[src/rtl/muldiv_unit.sv]
// rtl/muldiv_unit.sv - iterative radix-2 multiply/divide unit (IDLE/PREP/RUN/FIX).
// Define MULDIV_SIGNED_EN to honour the sign input; otherwise every operation is unsigned.
module muldiv_unit #(
  parameter int WIDTH = 32
) (
  input  logic             clock,
  input  logic             reset,
  input  logic             start,
  input  logic             op,
  input  logic             sign,
  input  logic [WIDTH-1:0] a,
  input  logic [WIDTH-1:0] b,
  output logic             busy,
  output logic             done,
  output logic             div0,
  output logic [WIDTH-1:0] hi,
  output logic [WIDTH-1:0] lo
);
  localparam int CW = $clog2(WIDTH + 1);

  typedef enum logic [1:0] {IDLE, PREP, RUN, FIX} state_t;
  state_t state, state_next;

  logic [WIDTH-1:0] opa, opb, m, acc, quo, hi_reg, lo_reg;
  logic [WIDTH-1:0] mag_a, mag_b, diff, res_hi, res_lo;
  logic [WIDTH:0]   sum, shifted;
  logic [CW-1:0]    cnt;
  logic             op_lat, zero_div, ge;

`ifdef MULDIV_SIGNED_EN
  logic                 sign_lat, neg_hi, neg_lo, neg_a, neg_b;
  logic [2*WIDTH-1:0]   prod_fix;

  assign neg_a = sign_lat & opa[WIDTH-1];
  assign neg_b = sign_lat & opb[WIDTH-1];
  assign mag_a = neg_a ? -opa : opa;
  assign mag_b = neg_b ? -opb : opb;
  assign prod_fix = neg_lo ? -{acc, quo} : {acc, quo};
  assign res_hi = op_lat ? (neg_hi ? -acc : acc) : prod_fix[2*WIDTH-1:WIDTH];
  assign res_lo = op_lat ? (neg_lo ? -quo : quo) : prod_fix[WIDTH-1:0];
`else
  logic unused_sign;
  assign unused_sign = sign;
  assign mag_a  = opa;
  assign mag_b  = opb;
  assign res_hi = acc;
  assign res_lo = quo;
`endif

  // One radix-2 step: shift-add (multiply) or restoring shift-subtract (divide).
  always_comb begin
    sum     = quo[0] ? ({1'b0, acc} + {1'b0, m}) : {1'b0, acc};
    shifted = {acc, quo[WIDTH-1]};
    ge      = (shifted >= {1'b0, m});
    diff    = shifted[WIDTH-1:0] - m;
  end

  always_ff @(posedge clock) begin
    if (reset) state <= IDLE;
    else       state <= state_next;
  end

  always_comb begin
    state_next = state;
    case (state)
      IDLE:    if (start) state_next = (op && (b == '0)) ? FIX : PREP;
      PREP:    state_next = RUN;
      RUN:     if (cnt == CW'(1)) state_next = FIX;
      FIX:     state_next = IDLE;
      default: state_next = IDLE;
    endcase
  end

  always_comb begin
    busy = (state != IDLE);
    done = (state == FIX);
    div0 = (state == FIX) && zero_div;
    hi   = ((state == FIX) && !zero_div) ? res_hi : hi_reg;
    lo   = ((state == FIX) && !zero_div) ? res_lo : lo_reg;
  end

  always_ff @(posedge clock) begin
    if (reset) begin
      opa      <= '0;
      opb      <= '0;
      m        <= '0;
      acc      <= '0;
      quo      <= '0;
      cnt      <= '0;
      op_lat   <= 1'b0;
      zero_div <= 1'b0;
      hi_reg   <= '0;
      lo_reg   <= '0;
`ifdef MULDIV_SIGNED_EN
      sign_lat <= 1'b0;
      neg_hi   <= 1'b0;
      neg_lo   <= 1'b0;
`endif
    end else begin
      case (state)
        IDLE: if (start) begin
          opa      <= a;
          opb      <= b;
          op_lat   <= op;
          zero_div <= op && (b == '0);
`ifdef MULDIV_SIGNED_EN
          sign_lat <= sign;
`endif
        end
        PREP: begin
          acc <= '0;
          cnt <= CW'(WIDTH);
          m   <= op_lat ? mag_b : mag_a;
          quo <= op_lat ? mag_a : mag_b;
`ifdef MULDIV_SIGNED_EN
          neg_hi <= neg_a;
          neg_lo <= neg_a ^ neg_b;
`endif
        end
        RUN: begin
          cnt <= cnt - CW'(1);
          if (op_lat) begin
            acc <= ge ? diff : shifted[WIDTH-1:0];
            quo <= {quo[WIDTH-2:0], ge};
          end else begin
            acc <= sum[WIDTH:1];
            quo <= {sum[0], quo[WIDTH-1:1]};
          end
        end
        FIX: if (!zero_div) begin
          hi_reg <= res_hi;
          lo_reg <= res_lo;
        end
        default: ;
      endcase
    end
  end
endmodule

[config.mk]
export PLATFORM = sky130hd
export DESIGN_NAME = muldiv_unit
export DESIGN_NICKNAME = d
export VERILOG_FILES = /design/src/rtl/muldiv_unit.sv
export SDC_FILE = /design/constraint.sdc
export NUM_CORES = 1
export LEC_CHECK = 0
export CAP_MARGIN = 30
export CORE_AREA = 3 3 222 224
export DETAILED_ROUTE_END_ITERATION = 8
export DIE_AREA = 0 0 225 227
export MAX_ROUTING_LAYER = met4
export PLACE_DENSITY = 0.48
export SYNTH_ARGS = -nofsm -noshare
export SYNTH_HDL_FRONTEND = slang
export SYNTH_SLANG_ARGS = --single-unit
[constraint.sdc]
create_clock -name clock -period 8.8 [get_ports clock]
set_clock_uncertainty 0.15 [all_clocks]
set_input_delay 2.2 -clock clock [delete_from_list [all_inputs] [get_ports clock]]
set_output_delay 2.2 -clock clock [all_outputs]
set_load 0.05 [all_outputs]
# Yosys cells after proc, flatten, opt, wreduce, memory -nomap -nowiden
# Index checks and enable logic that the tools add are counted.
[classes]
n_addsub = 3
n_lt_le_gt_ge = 1
eq_ne = 6
muxes = 15
bitwise_logic = 1
n_reduce_logical = 11
[op_table]
columns = ["operator", "count"]
rows = [
  ["32-bit 2-to-1 mux", 7],
  ["32-bit one-hot mux with 2 select lines", 2],
  ["32-bit by 32-bit adder with 33-bit output", 1],
  ["33-bit by 32-bit >= comparator with 1-bit output", 1],
  ["33-bit 2-to-1 mux", 1],
  ["32-bit zero test", 1],
  ["32-bit subtractor", 1],
  ["6-bit one-hot mux with 2 select lines", 1],
  ["2-bit one-hot mux with 4 select lines", 1],
  ["6-bit by 1-bit equality test with 1-bit output (second input constant)", 1],
  ["2-bit 2-to-1 mux", 3],
  ["2-bit AND reduction", 3],
  ["6-bit by 1-bit subtractor with 6-bit output (second input constant)", 1],
  ["2-bit equality test (second input constant)", 2],
  ["2-bit inequality test (second input constant)", 2],
  ["2-bit nonzero test", 2],
  ["1-bit logical AND", 3],
  ["2-bit by 1-bit equality test with 1-bit output (second input constant)", 1],
  ["2-bit zero test", 1],
  ["1-bit zero test", 1],
  ["1-bit inverter", 1],
]
[totals]
reg_bits = 234
inputBits = 69
out_inout_bits = 67
wordCells = 48

# Depth between registers and ports, before layout
[depth]
depth_word = 5
depth_mapped = 13
mapped_depth_nobuf = 13

# Least setup slack after synthesis
# Ideal clock, no wire load.
[synth_timing]
path_kind = "flip-flop to output port"
start = "register state[0]"
end = "output port hi[0]"
arrival_time_ns = 2.181
required_time_ns = 6.450
setup_slack_ns = 4.269
stages_incl_launch_ff = 6
path_buffers = 2
cell_sequence = "dfxtp_1 > ha_1 > nor2b_1 > clkbuf_1 > clkbuf_1 > mux2_2"
[synth_via]
elab_chain_len = 3
[synth_lines]
columns = ["element", "line_no", "source"]
rows = [
  ["start: declaration", "22", "state_t state, state_next;"],
  ["start signal: assignment", "60", "else state <= state_next;"],
  ["2-bit equality test", "--", ""],
  ["net done", "14", "output logic done,"],
  ["1-bit logical AND", "78", "hi = ((state == FIX) && !zero_div) ? res_hi : hi_reg;"],
  ["32-bit 2-to-1 mux", "78", ""],
  ["end: declaration", "16", "output logic [WIDTH-1:0] hi,"],
]
# The timed path passes the listed nets, and every way through them passes these cells.

# Final worst setup path
[layout_timing]
start = "register state[0]"
end = "output port hi[15]"
[layout_via]
elab_chain_len = 3
[layout_lines]
columns = ["element", "line_no"]
rows = [
  ["2-bit equality test", "78"],
  ["1-bit logical AND", "78"],
  ["32-bit 2-to-1 mux", "78"],
]
# Every way passes these cells.

==> impl_metrics.py <==
metrics = {
    "finish": {
        "final_cell_mix": "dfxtp_1 (233), nand2_1 (215), nor2_1 (161)",
        "fin_area_um2": 16940,
        "layout_commonest_cell": "dfxtp_1",
        "area_growth_pct": 19.84,
        "fin_nets": 1889,
        "drive_gt1_frac": 0.1046,
        "post-route-util": 0.3563,
    },
    "cts": {
        "root_buffer": "clkbuf_16",
        "cts.clk_slew.worst_paths_ns": 0.06,
        "cts.sinks": 234,
        "cts_setup_buffers": 0,
        "clockBufferDepth": 3,
        "tritoncts": "done",
        "htree_levels": 1,
        "cts-buffers-inserted": 28,
        "cts.repair.resized": 0,
        "clock_latency_ns": 0.56,
        "ctsHoldBuffers": 0,
    },
    "global_route": {
        "grt_usage": 0.1763,
        "grt_max_degree": 93,
        "gr-total-overflow": 0,
        "first_global_vias": 12150,
        "antenna_found_initial": 2,
        "grt_pass1_wl_um": 70050,
    },
    "placed_design": {
        "finalWeightedCongestion": 0.8833,
        "placed_area_um2": 15920,
        "place_hpwl_um": 32370,
        "port-buffer-count": 134,
        "pre_cts_slack_ns": 3.764,
    },
    "routing": {
        "first_pass_iters": 5,
        "drc": 0,
        "drt-initial-drc-count": 683,
        "wl_per_cell_um": 18.87,
        "routed_wirelength_um": 45010,
        "vias_per_cell": 5.199,
        "ant_nets": 0,
        "vias": 12400,
    },
    "synthesis": {
        "synth_area_leaders": "dfxtp_1 (33%), ha_1 (6.3%), nand2_1 (5.7%)",
        "synth_nets": 1830,
        "yosysSeqAreaShare": 0.3314,
        "avgSynthCellArea_um2": 8.374,
        "ys_async_sr_fraction": 0,
        "synthFlopType": "dfxtp_1",
        "yosys_warnings": 0,
        "synth_top_area_frac": 0.3314,
        "synth_edf_count": 0,
        "syn_area_um2": 14140,
        "synth_top_area_cell": "dfxtp_1",
        "ys_types": 76,
        "ys_ff_latch": 234,
        "syn-instance-count": 1688,
    },
    "timing": {
        "min_period_ns": 5.637,
        "fmax_mhz": 177.4,
        "period_share": 0.6406,
        "setup_ws_ns": 3.163,
        "fin_setup_tns_ns": 0,
        "hold_violations": 0,
        "slew_headroom": 0.3074,
        "tightest_slew_ns": 1.036,
        "drv_slew": 0,
        "rsz0062_at_grt": "no",
        "setup_violations": 0,
    },
    "setup_path": {
        "path_class": "reg -> out",
        "cp_max_fo": 64,
        "max_stage_delay_ns": 0.72,
        "end_kind": "output pin",
        "worstPathRequired_ns": 6.45,
        "arrival_ns": 3.29,
        "slowest_stage": "clkdlybuf4s50_1",
        "start_kind": "flop",
        "cp_cell_sequence": "ha_1 -> nor2b_4 -> buf_4 -> mux2_2 -> clkdlybuf4s50_1",
    },
    "pwr": {
        "p_comb_frac": 0.449,
        "internal-power_mw": 2.862,
        "switching_share": 0.4217,
        "power_leakage_nw": 6.477,
        "ir_worst_vdd_mv": 0.1242,
        "p_switching_mw": 2.087,
        "p_total_mw": 4.949,
        "power_frac_seq": 0.302,
        "power-per-cell-area_nw_per_um2": 292.1,
        "clockPowerShare": 0.249,
    },
    "floorplanning": {
        "rows": 80,
        "start_util": 0.2973,
        "core_region_area_um2": 47550,
        "fp.dieW_um": 225,
        "io_pins": 136,
        "die_area_um2": 51080,
        "die_h_um": 227,
    },
    "min_path": {
        "hold_path_class": "reg -> reg",
    },
    "run": {
        "maxCapViolCount": 0,
    },
    "run_status": {
        "status": "completed",
    },
}
-- logic make-up after synthesis --
family / share of synthesized area
and+or+nand+nor: 0.1845
muxes: 0.1495
xor gates and xnor gates: 0.03532
DFF: 0.3314
adders and majority gates: 0.06568
buffers and inverters: 0.04806
AOI/OAI and AO/OA: 0.1856
-- Yosys cell counts, types with 3 or more instances --
master	number
or3_1	4
xor2_1	27
nor2b_1	72
a21boi_0	3
buf_2	6
o21ai_1	26
a211oi_1	46
dfxtp_1	234
and2_1	3
mux4_2	32
a311oi_1	3
buf_1	17
and4_1	3
ha_1	71
o211ai_1	14
a31oi_1	12
and3_1	12
nor2_1	163
nand4_1	13
a22o_1	13
o31ai_1	8
o221ai_1	3
nand3b_1	3
clkbuf_1	95
o21a_1	15
or2_2	4
a32oi_1	5
nand3_1	21
mux2i_1	57
mux2_2	71
nand2_1	216
o21bai_1	5
a21oi_1	151
inv_1	57
nor3_1	46
a41oi_1	4
a21o_1	26
nor4_1	8
o21ai_0	39
a22oi_1	3
xnor2_1	30
-- worst paths after layout --
kind                                             from                     to  slack, ns  cells after the start
worst min register to register  mag_b[8]$_SDFFE_PP0P_  mag_b[8]$_SDFFE_PP0P_       0.32                      2
worst max-delay path            state[0]$_SDFFE_PP0P_                 hi[15]       3.16                      5
worst min-delay path            mag_b[8]$_SDFFE_PP0P_  mag_b[8]$_SDFFE_PP0P_       0.32                      2
worst max register to register     m[11]$_SDFFE_PP0N_   acc[24]$_SDFFE_PP0P_       5.09                     12
-- per-stage QoR --
step	std cells	hold WS, ns
2_1_floorplan	1688	0.2906
3_3_place_gp	2331	0.3063
3_5_place_dp	2331	0.3123
4_1_cts	2382	0.3203
5_1_grt	2385	0.3408
6_report	2385	0.3208
-- power groups by stage --
stage / registers, mW / clock network [mW] / logic [mW]
floorplan: 1.38 / 0 / 1.68
global placement: 1.52 / 0 / 2.20
detailed placement: 1.52 / 0 / 2.21
CTS: 1.50 / 1.27 / 2.23
global route: 1.52 / 1.31 / 2.45
finish: 1.50 / 1.23 / 2.22
-- layer usage --
| metal | vias up | global-route usage | wire length, um |
|---|---|---|---|
| li1 | 6134 | - | - |
| met1 | 5936 | 0.2360 | 21590 |
| met2 | 266 | 0.2836 | 20430 |
| met3 | 64 | 0.02076 | 1827 |
| met4 | 0 | 0.04839 | 1163 |
| met5 | - | - | 0 |
-- worst max-delay path: cells and delay by family (launching register included) --
family                   cells  cell delay (ns)
adder cells (fa/ha/maj)      1             0.25
buffers and inverters        2             1.43
flip-flops                   1             0.39
multiplexers                 1             0.44
AND/OR/NAND/NOR              1             0.16
-- layout make-up --
cell class,count,area [um2]
well taps,615,769.5
inverters,58,217.7
multi-input cells,1277,8805
flip-flops and latches,234,4688
clock inverters,8,118.9
clock buffers,43,868.3
diodes,2,5.005
repair buffers,148,1468
fillers,4900,30610
Note: power is estimated with default switching activity, not from simulation.
